**config.mk**
```make
export PLATFORM = sky130hd
export DESIGN_NAME = input_route_ctrl
export DESIGN_NICKNAME = d
export VERILOG_FILES = /design/src/rtl/params_noc.sv /design/src/rtl/xy_route_calc.sv /design/src/rtl/input_route_ctrl.sv
export SDC_FILE = /design/constraint.sdc
export NUM_CORES = 1
export LEC_CHECK = 0
export BUFFER_PORTS_ARGS = -buffer_cell sky130_fd_sc_hd__clkbuf_2
export CORE_MARGIN = 4
export CORE_UTILIZATION = 40
export DETAILED_ROUTE_END_ITERATION = 6
export PLACE_DENSITY = 0.73
export SLEW_MARGIN = 20
export SYNTH_ARGS = -nofsm -noshare
export SYNTH_HDL_FRONTEND = slang
export SYNTH_HIERARCHICAL = 1
export SYNTH_SLANG_ARGS = --single-unit
```
**constraint.sdc**
```tcl
create_clock -name clk -period 2.6 [get_ports clk]
set_input_delay 0.65 -clock clk [delete_from_list [all_inputs] [get_ports clk]]
set_output_delay 0.65 -clock clk [all_outputs]
set_load 0.02 [all_outputs]
```
**src/rtl/params_noc.sv**
```systemverilog
// rtl/params_noc.sv - shared NoC types for the input route controller
//
// Purpose: flit format, output port encoding and controller state type.
// Ports:   none (package).

package params_noc;

  localparam int X_W       = 4;
  localparam int Y_W       = 4;
  localparam int PAYLOAD_W = 24;

  typedef logic [X_W-1:0] x_Des;
  typedef logic [Y_W-1:0] y_Des;

  typedef enum logic [2:0] {
    LOCAL = 3'd0,
    NORTH = 3'd1,
    SOUTH = 3'd2,
    EAST  = 3'd3,
    WEST  = 3'd4
  } port_t;

  typedef enum logic [1:0] {
    HEAD     = 2'd0,
    BODY     = 2'd1,
    TAIL     = 2'd2,
    HEADTAIL = 2'd3
  } flit_label_t;

  typedef struct packed {
    flit_label_t          flit_label;
    x_Des                 x_Dest;
    y_Des                 y_Dest;
    logic [PAYLOAD_W-1:0] data;
  } flit_Data_noVC;

  typedef enum logic {
    IDLE   = 1'b0,
    ACTIVE = 1'b1
  } route_state_t;

endpackage

```
**src/rtl/xy_route_calc.sv**
```systemverilog
// rtl/xy_route_calc.sv - combinational dimension-ordered (X then Y) route selection
//
// Purpose: pick the output port for a destination relative to this router.
// Ports:   x_dest, y_dest - destination coordinates of the flit
//          port           - selected output port

module xy_route_calc
  import params_noc::*;
#(
  parameter x_Des X_CUR = '0,
  parameter y_Des Y_CUR = '0
) (
  input  x_Des  x_dest,
  input  y_Des  y_dest,
  output port_t port
);

  // X is resolved completely before Y is considered, which keeps the
  // routing deadlock-free on a mesh.
  always_comb begin
    port = LOCAL;
    if (x_dest > X_CUR) begin
      port = EAST;
    end else if (x_dest < X_CUR) begin
      port = WEST;
    end else if (y_dest > Y_CUR) begin
      port = NORTH;
    end else if (y_dest < Y_CUR) begin
      port = SOUTH;
    end
  end

endmodule

```
**src/rtl/input_route_ctrl.sv**
```systemverilog
// rtl/input_route_ctrl.sv - per-input packet routing stage between buffer and switch
//
// Purpose: pops flits from the input buffer, routes HEAD/HEADTAIL flits with
//          XY routing, forwards BODY/TAIL on the latched route through a
//          one-entry output register, flags protocol errors and counts packets.
// Ports:   clk, rst_n                     - clock, synchronous active-low reset
//          buf_empty, buf_data            - FWFT buffer head and empty flag
//          buf_read_o                     - buffer pop strobe
//          out_flit_o, out_port_o,
//          out_valid_o, out_ready_i       - output stage handshake
//          err_o                          - one-cycle protocol error pulse
//          pkt_cnt_o                      - completed packet count

module input_route_ctrl
  import params_noc::*;
#(
  parameter x_Des X_CUR = '0,
  parameter y_Des Y_CUR = '0
) (
  input  logic          clk,
  input  logic          rst_n,
  input  logic          buf_empty,
  input  flit_Data_noVC buf_data,
  output logic          buf_read_o,
  output flit_Data_noVC out_flit_o,
  output port_t         out_port_o,
  output logic          out_valid_o,
  input  logic          out_ready_i,
  output logic          err_o,
  output logic [15:0]   pkt_cnt_o
);

  route_state_t state_q, state_d;
  port_t        calc_port;
  port_t        route_q;
  port_t        load_port;
  logic         pop;
  logic         load;
  logic         err_d;
  logic         cnt_inc;

  // Pop only when the output register is free or is being drained this edge,
  // so a pop and an accept on the same edge give a bubble-free hand-off.
  assign pop        = rst_n && !buf_empty && (!out_valid_o || out_ready_i);
  assign buf_read_o = pop;

  xy_route_calc #(
    .X_CUR(X_CUR),
    .Y_CUR(Y_CUR)
  ) u_route (
    .x_dest(buf_data.x_Dest),
    .y_dest(buf_data.y_Dest),
    .port  (calc_port)
  );

  always_ff @(posedge clk) begin
    if (!rst_n) begin
      state_q <= IDLE;
    end else begin
      state_q <= state_d;
    end
  end

  always_comb begin
    state_d   = state_q;
    load      = 1'b0;
    load_port = route_q;
    err_d     = 1'b0;
    cnt_inc   = 1'b0;
    if (pop) begin
      case (buf_data.flit_label)
        HEAD, HEADTAIL: begin
          // A head always starts a fresh packet; arriving mid-packet it
          // abandons the old one and is flagged.
          load      = 1'b1;
          load_port = calc_port;
          err_d     = (state_q == ACTIVE);
          state_d   = (buf_data.flit_label == HEAD) ? ACTIVE : IDLE;
          cnt_inc   = (buf_data.flit_label == HEADTAIL);
        end
        BODY, TAIL: begin
          if (state_q == ACTIVE) begin
            load    = 1'b1;
            state_d = (buf_data.flit_label == TAIL) ? IDLE : ACTIVE;
            cnt_inc = (buf_data.flit_label == TAIL);
          end else begin
            // Orphan flit with no route: consumed from the buffer and dropped.
            err_d = 1'b1;
          end
        end
        default: begin
        end
      endcase
    end
  end

  always_ff @(posedge clk) begin
    if (!rst_n) begin
      out_flit_o  <= '0;
      out_port_o  <= LOCAL;
      out_valid_o <= 1'b0;
      route_q     <= LOCAL;
      err_o       <= 1'b0;
      pkt_cnt_o   <= '0;
    end else begin
      if (load) begin
        out_flit_o  <= buf_data;
        out_port_o  <= load_port;
        out_valid_o <= 1'b1;
        route_q     <= load_port;
      end else if (out_ready_i) begin
        out_valid_o <= 1'b0;
      end
      err_o <= err_d;
      if (cnt_inc) begin
        pkt_cnt_o <= pkt_cnt_o + 16'd1;
      end
    end
  end

endmodule

```
==> results.cfg <==
[critical_path]
cp_slowest_cell = or4b_1
crit_type = primary input to register
cp.arrival_ns = 2.63
critPathBufInv = 4
critPathMostFrequentCell = buf_4
slowest_delay_ns = 0.43
cp_max_fo = 19
critPathTopFamily = simple AND/OR/NAND/NOR gates
crit_chain = clkbuf_2, inv_1, ha_1, or2b_1, or4b_1, buf_4, buf_4, nor4b_2, mux2i_1
crit_path_end_kind = register
cp-start-kind = primary input
worstPathRequired_ns = 2.85

[placed_design]
placed_area_um2 = 2930
placed_cells = 443
port-buffer-count = 93
dp_hpwl_um = 4110
gp_congestion = 0.752

[drt]
post_drt_via_cell_ratio = 4.83
first_iter_violations = 105
drc_errors = 0
vias = 2178
drt_pass1_iterations = 4
wl_per_cell_um = 12.4
wl_um = 5580
ant_nets = 0

[layout]
area_delta_synth_final_pct = 31.3
layoutNonFillerInstCount = 451
drive_gt1_frac = 0.338
n_antenna_cell = 0
final_nets = 421
fin_area_um2 = 3030

[sta]
final_hold_viol_count = 0
fin_crit_ns = 2.38
finalCritPeriodShare = 0.917
slew_viol_final = 0
fin_tns_setup_ns = 0
hold_ws_ns = 0.459
setup_viol = 0
max_freq_mhz = 419
rsz0062_at_grt = false
relSlewSlack = 0.614
tightest_slew_ns = 0.574
finalClockSkew_ns = 0.00711

[synthesis]
yosysSeqAreaShare = 0.487
synth_seq_cells = 56
syn_area_per_cell_um2 = 8.32
postSynthNetCount = 320
synth_top_area_cell = dfxtp_1
ys_warn_count = 6
syn_area_um2 = 2300
synth_enable_flop_cells = 0
ys_types = 35
synth_ff_type = dfxtp_1
synth_common_cells = 84 x nand2_1, 56 x dfxtp_1, 46 x a21oi_1
synth_most_common_cell = nand2_1
netlist_top_cells_area = dfxtp_1 49%, nand2_1 14%, a21oi_1 10%
synth.top_cell.area_share = 0.487
synth_cells = 277
synthArstFlopShare = 0

[floorplan]
core_area_um2 = 5540
die_h_um = 83.9
dieArea_um2 = 7040
rows = 27
io_pins = 94
start_util = 0.416
dieWidth_um = 83.9

[clock_tree]
ctsResizeCount = 0
cts_buffer_depth = 2
path_clk_slew_ns = 0.10
numCtsBuffers = 5
cts.sinks = 56
ctsRootBufferMaster = clkbuf_8
cts-htree-levels = 2
cts_tree = done
cts_hold_buf = 0
clock_latency_ns = 0.31
cts_setup_buffers = 0

[global_route]
grtUsageTotal = 0.155
overflow = 0
grt_pass1_vias = 2002
antenna_found_initial = 0
grt_max_degree = 39
grt_pass1_wl_um = 9050

[outcome]
status = finished, final reports clean

[run]
maxCapViolCount = 0

[pwr]
vdd_drop_max_mv = 0.284
power_density_nw_per_um2 = 523
p_leak_nw = 1.29

[hold_path]
hp-class = register to register
## flip-flops by register name, summed over array words and instances, names as in the netlist
signal / cells
out_flit_o: 34
pkt_cnt_o: 16
route_q: 3
err_o: 1
out_valid_o: 1
state_q: 1
## logic make-up (layout without fill, tap and decap cells)
group / Yosys count / in the layout / share of synthesized area
multiplexers: 6 / 6 / 0.0261
AND/OR/NAND/NOR: 121 / 121 / 0.256
AO/OA/AOI/OAI: 62 / 62 / 0.149
adder cells (fa/ha/maj): 5 / 5 / 0.0272
flip-flops: 56 / 56 / 0.487
buffers and inverters: 25 / 127 / 0.0500
other: 1 / 1 / 0.00163
XOR/XNOR: 1 / 1 / 0.00380
## final cells by class
cell class	count	area, um2
Sequential cell	56	1120
Multi-Input combinational cell	196	1070
Inverter	6	22.5
Clock buffer	5	68.8
Clock inverter	3	22.5
Tap cell	72	90.1
Timing Repair Buffer	113	628
Fill cell	525	2510
## metrics by stage
| step | power (mW) | util | setup WS [ns] |
|---|---|---|---|
| after floorplan | 1.03 | - | 0.117 |
| after global placement | 1.12 | 0.530 | -0.0407 |
| after detailed placement | 1.12 | 0.530 | -0.131 |
| after CTS | 1.61 | 0.546 | 0.195 |
| after global routing | 1.66 | 0.546 | 0.119 |
| final | 1.58 | 0.546 | 0.215 |
## path summary, 6_finish.rpt
path / depth (start not counted) / endpoint / startpoint / slack [ns]
setup / recovery: 9 / pkt_cnt_o[13]$_SDFFE_PN0P_ / buf_data[32] / 0.22
hold / removal: 2 / out_flit_o[18]$_SDFFE_PN0P_ / out_flit_o[18]$_SDFFE_PN0P_ / 0.46
setup reg to reg: 6 / pkt_cnt_o[13]$_SDFFE_PN0P_ / out_valid_o$_SDFFE_PN0P_ / 0.65
hold reg to reg: 2 / out_flit_o[18]$_SDFFE_PN0P_ / out_flit_o[18]$_SDFFE_PN0P_ / 0.46
## layout by cell type, fill, tap and decap left out, types with 6 or more instances in the layout
cell and instances:
a21oi_1 46, buf_4 19, clkbuf_2 93, dfxtp_1 56, inv_1 6, mux2i_1 6
nand2_1 84, o31ai_1 6, or4_1 6
## tightest hold or removal path: cells and delay by family (launching register included)
| family | cells | cell delay (ns) |
|---|---|---|
| flops | 1 | 0.32 |
| simple gates | 1 | 0.05 |
| compound gates | 1 | 0.05 |
## metal layers
layer	vias to the layer above	wire [um]	track usage
met5	-	0	0
met4	0	87	0.0570
met3	7	324	0.0474
met2	49	2600	0.260
met1	974	2570	0.185
li1	1148	-	-
## power breakdown
group	total, mW	switching [mW]	internal, mW
registers	0.896	0.0123	0.884
clock network	0.483	0.289	0.194
logic	0.204	0.121	0.0830
total	1.58	0.422	1.16
(Power assumes the default switching activity.)
